<file path="src/rtl/mem_cmd_decoder_pkg.sv">
// Shared memory-bus definitions: slave target encoding, default memory map
// and the address-match helper used by the command decoder.
package mem_cmd_decoder_pkg;

  typedef enum logic [1:0] {
    TGT_S0  = 2'd0,
    TGT_S1  = 2'd1,
    TGT_DEF = 2'd2
  } target_e;

  localparam logic [31:0] RAM_BASE      = 32'h0000_0000;
  localparam logic [31:0] RAM_MASK      = 32'hFFFF_0000;
  localparam logic [31:0] PERIPH_BASE   = 32'hF000_0000;
  localparam logic [31:0] PERIPH_MASK   = 32'hFF00_0000;
  localparam logic [31:0] UNMAPPED_DATA = 32'hDEAD_BEEF;

  function automatic logic addr_hit(input logic [31:0] addr,
                                    input logic [31:0] base,
                                    input logic [31:0] mask);
    return (addr & mask) == base;
  endfunction

endpackage

</file>
<file path="src/rtl/mem_cmd_decoder.sv">
// Routes master memory commands to RAM (S0), peripherals (S1) or an internal
// default slave, keeping outstanding reads in order and counting unmapped hits.
module mem_cmd_decoder
  import mem_cmd_decoder_pkg::*;
#(
  parameter logic [31:0] S0_BASE         = RAM_BASE,
  parameter logic [31:0] S0_MASK         = RAM_MASK,
  parameter logic [31:0] S1_BASE         = PERIPH_BASE,
  parameter logic [31:0] S1_MASK         = PERIPH_MASK,
  parameter int          MAX_OUTSTANDING = 2,
  parameter logic [31:0] DEFAULT_RDATA   = UNMAPPED_DATA
) (
  input  logic        clk,
  input  logic        reset,
  input  logic        mem_cmd_valid,
  output logic        mem_cmd_ready,
  input  logic        mem_cmd_instr,
  input  logic        mem_cmd_wr,
  input  logic [31:0] mem_cmd_addr,
  input  logic [31:0] mem_cmd_wdata,
  input  logic [3:0]  mem_cmd_be,
  output logic        mem_rsp_ready,
  output logic [31:0] mem_rsp_rdata,
  output logic        s0_cmd_valid,
  input  logic        s0_cmd_ready,
  output logic        s0_cmd_instr,
  output logic        s0_cmd_wr,
  output logic [31:0] s0_cmd_addr,
  output logic [31:0] s0_cmd_wdata,
  output logic [3:0]  s0_cmd_be,
  input  logic        s0_rsp_ready,
  input  logic [31:0] s0_rsp_rdata,
  output logic        s1_cmd_valid,
  input  logic        s1_cmd_ready,
  output logic        s1_cmd_instr,
  output logic        s1_cmd_wr,
  output logic [31:0] s1_cmd_addr,
  output logic [31:0] s1_cmd_wdata,
  output logic [3:0]  s1_cmd_be,
  input  logic        s1_rsp_ready,
  input  logic [31:0] s1_rsp_rdata,
  output logic        decode_err,
  output logic [7:0]  decode_err_cnt
);

  localparam logic [3:0] MAX_CNT = 4'(MAX_OUTSTANDING);

  target_e    tgt;
  target_e    out_tgt;
  logic [3:0] out_cnt;
  logic       stall;
  logic       rd_accept;
  logic       def_accept;
  logic       rsp_fire;

  assign s0_cmd_instr = mem_cmd_instr;
  assign s0_cmd_wr    = mem_cmd_wr;
  assign s0_cmd_addr  = mem_cmd_addr;
  assign s0_cmd_wdata = mem_cmd_wdata;
  assign s0_cmd_be    = mem_cmd_be;
  assign s1_cmd_instr = mem_cmd_instr;
  assign s1_cmd_wr    = mem_cmd_wr;
  assign s1_cmd_addr  = mem_cmd_addr;
  assign s1_cmd_wdata = mem_cmd_wdata;
  assign s1_cmd_be    = mem_cmd_be;

  // S0 wins when both windows match.
  always_comb begin
    if (addr_hit(mem_cmd_addr, S0_BASE, S0_MASK))      tgt = TGT_S0;
    else if (addr_hit(mem_cmd_addr, S1_BASE, S1_MASK)) tgt = TGT_S1;
    else                                               tgt = TGT_DEF;
  end

  // Reads may only stack up on a single slave so responses stay in order.
  assign stall = mem_cmd_valid &&
                 ((out_cnt != 4'd0 && tgt != out_tgt) ||
                  (!mem_cmd_wr && out_cnt == MAX_CNT));

  always_comb begin
    s0_cmd_valid  = !reset && mem_cmd_valid && tgt == TGT_S0 && !stall;
    s1_cmd_valid  = !reset && mem_cmd_valid && tgt == TGT_S1 && !stall;
    mem_cmd_ready = 1'b0;
    if (!reset && !stall) begin
      case (tgt)
        TGT_S0:  mem_cmd_ready = s0_cmd_ready;
        TGT_S1:  mem_cmd_ready = s1_cmd_ready;
        default: mem_cmd_ready = 1'b1;
      endcase
    end
  end

  assign rd_accept  = mem_cmd_valid && mem_cmd_ready && !mem_cmd_wr;
  assign def_accept = mem_cmd_valid && mem_cmd_ready && tgt == TGT_DEF;

  // Responses from anything other than the tracked slave are dropped.
  always_comb begin
    rsp_fire      = 1'b0;
    mem_rsp_rdata = 32'h0;
    if (!reset && out_cnt != 4'd0) begin
      case (out_tgt)
        TGT_S0: if (s0_rsp_ready) begin
          rsp_fire      = 1'b1;
          mem_rsp_rdata = s0_rsp_rdata;
        end
        TGT_S1: if (s1_rsp_ready) begin
          rsp_fire      = 1'b1;
          mem_rsp_rdata = s1_rsp_rdata;
        end
        TGT_DEF: begin
          rsp_fire      = 1'b1;
          mem_rsp_rdata = DEFAULT_RDATA;
        end
        default: ;
      endcase
    end
  end

  assign mem_rsp_ready = rsp_fire;

  always_ff @(posedge clk) begin
    if (reset) begin
      out_cnt        <= 4'd0;
      out_tgt        <= TGT_S0;
      decode_err     <= 1'b0;
      decode_err_cnt <= 8'd0;
    end else begin
      case ({rd_accept, rsp_fire})
        2'b10:   out_cnt <= out_cnt + 4'd1;
        2'b01:   out_cnt <= out_cnt - 4'd1;
        default: out_cnt <= out_cnt;
      endcase
      if (rd_accept) out_tgt <= tgt;
      decode_err <= def_accept;
      if (def_accept && decode_err_cnt != 8'hFF)
        decode_err_cnt <= decode_err_cnt + 8'd1;
    end
  end

endmodule

</file>
<file path="config.mk">
export PLATFORM = sky130hd
export DESIGN_NAME = mem_cmd_decoder
export DESIGN_NICKNAME = d
export VERILOG_FILES = /design/src/rtl/mem_cmd_decoder_pkg.sv /design/src/rtl/mem_cmd_decoder.sv
export SDC_FILE = /design/constraint.sdc
export NUM_CORES = 1
export LEC_CHECK = 0
export CAP_MARGIN = 30
export CORE_AREA = 2 2 126 128
export DETAILED_ROUTE_END_ITERATION = 10
export DIE_AREA = 0 0 128 130
export MAX_ROUTING_LAYER = met4
export PLACE_DENSITY_LB_ADDON = 0.2
export SETUP_SLACK_MARGIN = 0.4
export SYNTH_ARGS = -nofsm -noshare
export SYNTH_HDL_FRONTEND = slang
export SYNTH_SLANG_ARGS = --single-unit
</file>
<file path="constraint.sdc">
create_clock -name clk -period 8.6 [get_ports clk]
set_input_delay 1.72 -clock clk [delete_from_list [all_inputs] [get_ports clk]]
set_output_delay 1.72 -clock clk [all_outputs]
set_load 0.02 [all_outputs]
</file>
==> metrics.md, run 1 <==
| Metric | Value |
|---|---|
| Status | `complete, no violations` |
| Worst Setup Start Kind | `input port` |
| CP top delay family | `buffers and inverters` |
| Flops & latches, synth | `15` |
| Switching Power | `0.111 mW` |
| P_int | `0.219 mW` |
| Slew Limit Fails | `0` |
| Remaining DRCs | `0` |
| Setup Skew | `0.00564 ns` |
| Warnings, synthesis | `0` |
| Cell type of the slowest stage on the worst timing path | `clkdlybuf4s50_1` |
| Root buffer cell | `clkbuf_16` |
| Worst R2R End | `out_cnt[3]` |
| Area of the die | `16600 um2` |
| DR vias | `2289` |
| Cell row count | `46` |
| First-pass GRT wire length | `14.7 mm` |
| Top post-synthesis cells by area | `buf_4 42%, dfxtp_1 12%, nor2_1 6.0%` |
| Critical Path Fanout Max | `15` |
| Comb power frac | `47.5%` |
| Critical path's most frequent cell | `clkdlybuf4s50_1` |
| Reg-to-reg startpoint | `out_tgt[0]` |
| Max_cap viols | `0` |
| Pre-CTS setup slack | `2.31 ns` |
| Share of layout cells above drive strength 1 | `4.42%` |
| Crit path buffers/inverters | `2` |
| Final Cell Area | `3400 um2` |
| Most frequent cells after synthesis | `140 x buf_4, 40 x nor2_1, 23 x o22ai_1` |
| CTS Buf Count | `3` |
| Final GP Congestion | `0.836` |
| Initial antenna violation count | `1` |
| Max_slew headroom | `41.7%` |
| Largest area contributor in the netlist | `buf_4` |
| Count leader, synth | `buf_4` |
| Layout Nets | `509` |
| Fmax achieved | `0.166 GHz` |
| Number of global-route vias before repair | `2306` |
| Post-CTS Setup Inserts | `0` |
| Ys async rst share | `0%` |
| Die height | `130 um` |
| Pin count of the biggest net entering global routing | `26` |
| CP Cell Sequence | `clkdlybuf4s50_1 -> nor4_1 -> nand4_1 -> xnor2_1 -> a21boi_4 -> nor3_1 -> clkdlybuf4s50_1` |
| Part of the cycle the worst path needs | `70.1%` |
| Syn Nets | `490` |
| Clock-pin slew on the worst setup and hold paths | `0.05 ns` |
| Yosys top cell area share | `42.3%` |
| Area post-placement | `3300 um2` |
| Minimum setup slack among reg-to-reg paths | `4.88 ns` |
| Sw Share | `33.7%` |
| Slew @ Worst Pin | `0.874 ns` |
| Starting Density | `16.1%` |
| Die Width | `128 um` |
| # H-tree levels | `1` |
| FF-to-FF path depth | `11` |
| Final hold violation count | `0` |
| Iter 0 DRT Violations | `73` |
| ANT nets after route | `0` |
| HPWL after DPL | `9.04 mm` |
| Final setup violation count | `0` |
| Post-synth EDFFs | `0` |
| Crit path kind | `in -> out` |
| RSZ-0062 raised after global routing | `false` |
| Critical Path RT | `6.88 ns` |
| Mapped Area | `2480 um2` |
| Setup_tns | `0 ns` |
| CTS tree | `built` |
| Clock Power Share | `28.5%` |
| Post-route setup slack | `2.57 ns` |
| Cell variety after synth | `43` |
| CP max stage delay | `0.65 ns` |
| Worst hold path startpoint | `decode_err_cnt[6]` |
| Core ar. | `15400 um2` |
| Pwr/cell area | `97.1 nW/um2` |
| Area delta synth->final | `36.8%` |
| IO buf count | `166` |
| Maximum VDD drop | `0.0000514 V` |
| Flop pwr share | `24.0%` |
| Sequential area share after synthesis | `12.1%` |
| Clock Sinks | `15` |
| Clock Tree Buf Depth | `2` |
| Drt pass-1 iters | `4` |
| Hold Path Depth | `2` |
| Via density per instance | `4.12` |
| CTS resizes | `0` |
| Top Ports | `326` |
| Clock period minus worst slack | `6.03 ns` |
| Drt wl/cell | `18.8 um` |
| Worst skew pair latency | `0.25 ns` |
| Synth Area per Inst | `7.22 um2` |
| Synth Instances | `344` |
| Total track usage | `12.0%` |
| CTS Hold Buffers Added | `0` |
| Final wirelength | `10.4 mm` |
| Worst min path class | `reg -> reg` |
| Commonest register cell after synthesis | `dfxtp_1` |
| Filler cell count | `1704` |
| Worst path arrival time | `4.31 ns` |
| Global route overflow | `0` |
| Kind of end point of the critical path | `output pin` |
| Hold endpoint | `decode_err_cnt[6]` |
| P_leak | `1.16 nW` |
## sequential cells by signal, summed over array words and instances, names as in the netlist
signal	count
out_tgt	2
out_cnt	4
decode_err	1
decode_err_cnt	8
## worst reg2reg max path: cells and delay by family, from the launching register on
family / cells / cell delay (ns)
compound gates: 5 / 1.29
buf+inv: 1 / 0.48
flops: 1 / 0.53
fa+ha+maj: 2 / 0.54
simple gates: 2 / 0.69
xor+xnor: 1 / 0.09
## per-layer routing
layer  GRT usage (%)  part of all wire [%]  vias up
li1                -                     -     1088
met1            13.6                    39     1038
met2            21.0                    50      153
met3            3.90                    10       10
met4            2.13                   1.1        0
met5               -                     0        -
## area by class of cell
| class | instances | area, um2 | area share [%] |
|---|---|---|---|
| Antenna cell | 1 | 2.50 | 0.0736 |
| Clock buffer | 3 | 75.1 | 2.21 |
| Clock inverter | 1 | 5.00 | 0.147 |
| Tap cell | 192 | 240 | 7.07 |
| Inverter | 9 | 33.8 | 0.994 |
| Sequential cell | 15 | 300 | 8.83 |
| Multi-Input combinational cell | 166 | 1060 | 31.1 |
| Timing Repair Buffer | 168 | 1680 | 49.5 |
## worst max-delay path by stage
stage                           startpoint                 to  slack [ns]  depth (start not counted)
final                     mem_cmd_addr[21]       s0_cmd_valid        2.57                          7
after global routing      mem_cmd_addr[21]       s1_cmd_valid        2.25                          7
after floorplan           mem_cmd_addr[25]       s0_cmd_valid        3.45                          6
after CTS                            reset      mem_rsp_ready        2.30                          7
after global placement               reset  mem_rsp_rdata[30]        2.34                          6
after detailed placement             reset      mem_rsp_ready        2.31                          7
## per-stage QoR
stage | utilization (%) | total power, mW | hold WS [ns] | cells
after global placement | 21.4 | 0.237 | 0.499 | 548
after detailed placement | 21.4 | 0.238 | 0.510 | 549
after floorplan | - | 0.227 | 0.484 | 344
after global routing | 22.0 | 0.349 | 0.562 | 555
final | 22.0 | 0.330 | 0.509 | 555
after CTS | 21.9 | 0.332 | 0.518 | 553
## kinds of logic (layout without fill, tap and decap cells)
family	Yosys count	in the layout	share of synthesized area, %
other	0	1	0
DFF	15	15	12.1
buffers and inverters	163	181	45.8
xor gates and xnor gates	4	4	1.41
AOI/OAI and AO/OA	65	65	18.4
and+or+nand+nor	88	88	17.8
muxes	4	4	1.71
adders and majority gates	5	5	2.82
## layout by cell type, fill, tap and decap left out, types with 2 or more instances in the layout
cell type and count:
clkbuf_16 3, o311ai_0 2, ha_1 4, a22oi_1 8, nand4_1 3, xnor2_1 2
inv_1 8, a21oi_1 10, nor2b_1 3, nand2_1 9, and4_1 2, dfxtp_1 15
nor3_1 6, mux2i_1 2, a21o_1 2, o41ai_1 2, o22ai_1 23, o21ai_0 4
nor4_1 7, xor2_1 2, o41a_1 2, and2_1 2, nand3_1 4, a211oi_1 5
clkdlybuf4s50_1 166, or3_1 6, mux2_2 2, nor2_1 40
## power by group through the flow
stage	clock, mW	combinational [mW]	sequential (mW)
after floorplan	0	0.147	0.0802
after global placement	0	0.157	0.0807
after detailed placement	0	0.157	0.0807
after CTS	0.0945	0.158	0.0793
after global routing	0.0998	0.169	0.0802
final	0.0941	0.157	0.0792
(Power assumes the default switching activity.)
==> run 2, diff against run 1 <==
--- a/config.mk
+++ b/config.mk
@@ -6,9 +6,9 @@
 export NUM_CORES = 1
 export LEC_CHECK = 0
 export CAP_MARGIN = 30
-export CORE_AREA = 2 2 126 128
+export CORE_AREA = 2 2 128 130
 export DETAILED_ROUTE_END_ITERATION = 10
-export DIE_AREA = 0 0 128 130
+export DIE_AREA = 0 0 130 132
 export MAX_ROUTING_LAYER = met4
 export PLACE_DENSITY_LB_ADDON = 0.2
 export SETUP_SLACK_MARGIN = 0.4
==> constraint.sdc (replaced) <==
create_clock -name clk -period 5.24 [get_ports clk]
set_input_delay 1.048 -clock clk [delete_from_list [all_inputs] [get_ports clk]]
set_output_delay 1.048 -clock clk [all_outputs]
set_load 0.02 [all_outputs]
==> run 2 against run 1 <==
Net effect:
- sequential share of layout area is 0.13 points lower
- total power is 63% higher
- clock skew is 0.0050 ns lower
- global-route usage is 2.5 points lower
- wire length is 18% lower
- core utilization is 0.069 points lower
- critical endpoint is now s1_cmd_valid
- largest power group unchanged
==> metrics.md, run 2 (same netlist as run 1, synthesis figures left out) <==
| Metric | Value |
|---|---|
| Via density per instance | `3.94 (was 4.12)` |
| Part of the cycle the worst path needs | `88.2%` |
| Worst skew pair latency | `0.25 ns (about the same)` |
| Die height | `132 um (was 130 um)` |
| Fmax achieved | `0.216 GHz` |
| Clock-pin slew on the worst setup and hold paths | `0.05 ns (about the same)` |
| Final setup violation count | `0 (unchanged)` |
| Drt wl/cell | `14.8 um (was 18.8 um)` |
| Die Width | `130 um (was 128 um)` |
| CTS tree | `built (unchanged)` |
| ANT nets after route | `0 (unchanged)` |
| Worst min path class | `reg -> reg (unchanged)` |
| Commonest non-fill, non-tap cell in the layout | `clkdlybuf4s50_1 (unchanged)` |
| Most frequent cells in the layout | `166 x clkdlybuf4s50_1, 40 x nor2_1, 23 x o22ai_1 (unchanged)` |
| Filler cell count | `1742 (was 1704)` |
| Setup_tns | `0 ns (unchanged)` |
| Layout Nets | `511 (was 509)` |
| Clock period minus worst slack | `4.62 ns` |
| Share of layout cells above drive strength 1 | `5.22% (was 4.42%)` |
| Comb power frac | `47.5% (about the same)` |
| Clock Power Share | `28.3% (was 28.5%)` |
| Clock Sinks | `15 (unchanged)` |
| Area of the die | `17200 um2 (was 16600 um2)` |
| P_int | `0.361 mW (was 0.219 mW)` |
| Drt pass-1 iters | `4 (unchanged)` |
| Worst path arrival time | `3.57 ns (was 4.31 ns)` |
| Critical Path RT | `4.19 ns (was 6.88 ns)` |
| Flop pwr share | `24.2% (was 24.0%)` |
| Register name with the most flops | `decode_err_cnt (unchanged)` |
| Crit path kind | `in -> out (unchanged)` |
| Setup Skew | `0.000681 ns (was 0.00564 ns)` |
| Critical Path Fanout Max | `15 (unchanged)` |
| RSZ-0062 raised after global routing | `false (unchanged)` |
| Cell row count | `46 (unchanged)` |
| Pwr/cell area | `156 nW/um2 (was 97.1 nW/um2)` |
| Root buffer cell | `clkbuf_16 (unchanged)` |
| Slew Limit Fails | `0 (unchanged)` |
| Iter 0 DRT Violations | `115 (was 73)` |
| Global route overflow | `0 (unchanged)` |
| Final wirelength | `8.60 mm (was 10.4 mm)` |
| DR vias | `2293 (was 2289)` |
| Pin count of the biggest net entering global routing | `26 (unchanged)` |
| Max_cap viols | `0 (unchanged)` |
| HPWL after DPL | `7.01 mm (was 9.04 mm)` |
| First-pass GRT wire length | `12.6 mm (was 14.7 mm)` |
| P_leak | `1.17 nW (was 1.16 nW)` |
| Status | `complete, no violations (unchanged)` |
| Number of global-route vias before repair | `2258 (was 2306)` |
| Area delta synth->final | `38.9% (was 36.8%)` |
| Total track usage | `9.49% (was 12.0%)` |
| Hold Path Depth | `2 (unchanged)` |
| Clock Tree Buf Depth | `2 (unchanged)` |
| Initial antenna violation count | `2 (was 1)` |
| Final GP Congestion | `0.763 (was 0.836)` |
| Kind of end point of the critical path | `output pin (unchanged)` |
| Max FFs per register | `8 (unchanged)` |
| Final hold violation count | `0 (unchanged)` |
| Sw Share | `32.8% (was 33.7%)` |
| Core ar. | `15700 um2 (was 15400 um2)` |
| Remaining DRCs | `0 (unchanged)` |
| CTS Buf Count | `3 (unchanged)` |
| Slew @ Worst Pin | `0.875 ns (was 0.874 ns)` |
| # H-tree levels | `1 (unchanged)` |
| IO buf count | `166 (unchanged)` |
| CTS Hold Buffers Added | `0 (unchanged)` |
| Top Registers | `decode_err_cnt (8), out_cnt (4), out_tgt (2) (unchanged)` |
| Starting Density | `15.8% (was 16.1%)` |
| Worst Setup Start Kind | `input port (unchanged)` |
| FF-to-FF path depth | `11 (unchanged)` |
| Hold_ws | `0.495 ns (was 0.509 ns)` |
| Switching Power | `0.176 mW (was 0.111 mW)` |
| Final Power | `0.537 mW (was 0.330 mW)` |
| Max_slew headroom | `41.6% (was 41.7%)` |
| Top Ports | `326 (unchanged)` |
| Maximum VDD drop | `0.0000903 V (was 0.0000514 V)` |
run 2: path summary, 6_finish.rpt:
| kind | start | endpoint | slack, ns |
|---|---|---|---|
| worst max-delay path | mem_cmd_addr[25] | s1_cmd_valid | 0.62 |
| worst min-delay path | decode_err_cnt[6] | decode_err_cnt[6] | 0.49 |
| worst max register to register | out_tgt[0] | out_cnt[3] | 1.59 |
| worst min register to register | decode_err_cnt[6] | decode_err_cnt[6] | 0.49 |
run 2: routing by layer:
layer  vias to the layer above  part of all wire, %  global-route usage, %  wire length [um]
met2                       106                   50                   16.7              4290
met4                         0                  2.2                   3.76               193
li1                       1101                    -                      -                 -
met3                        25                  9.7                   2.64               831
met1                      1061                   38                   9.93              3280
met5                         -                    0                      -                 0
run 2: stage by stage:
stage                     cell area (um2)  cells  setup WS, ns  util (%)
final                                3450    582         0.620      22.0
after floorplan                      2480    344          1.42         -
after detailed placement             3350    576         0.441      21.3
after global routing                 3450    582         0.420      22.0
after global placement               3350    575         0.529      21.3
after CTS                            3430    580         0.428      21.9
run 2: critical path, stage by stage:
cell	delay, ns
clkdlybuf4s50_1	0.48
nor4_4	0.40
nand2_2	0.14
o41a_1	0.45
a21boi_4	0.21
nor3_1	0.19
clkdlybuf4s50_1	0.64
run 2: area by class of cell:
type	instances	area [um2]	share of cell area [%]
repair buffers	170	1690	49.0
flip-flops and latches	15	300	8.70
diodes	2	5.00	0.145
clock buffers	4	78.8	2.28
well taps	216	270	7.83
multi-input cells	166	1070	31.1
inverters	9	33.8	0.979
run 2: power groups by stage:
stage | sequential, mW | clock, mW | combinational [mW]
after detailed placement | 0.132 | 0 | 0.257
after global routing | 0.132 | 0.164 | 0.272
after CTS | 0.130 | 0.157 | 0.258
after global placement | 0.132 | 0 | 0.255
after floorplan | 0.132 | 0 | 0.241
final | 0.130 | 0.152 | 0.255
run 2: repair_timing:
item                                    4_1_cts  5_1_grt
buffers inserted                              0        0
resized for setup                             0        2
endpoints found under the setup margin        0        2
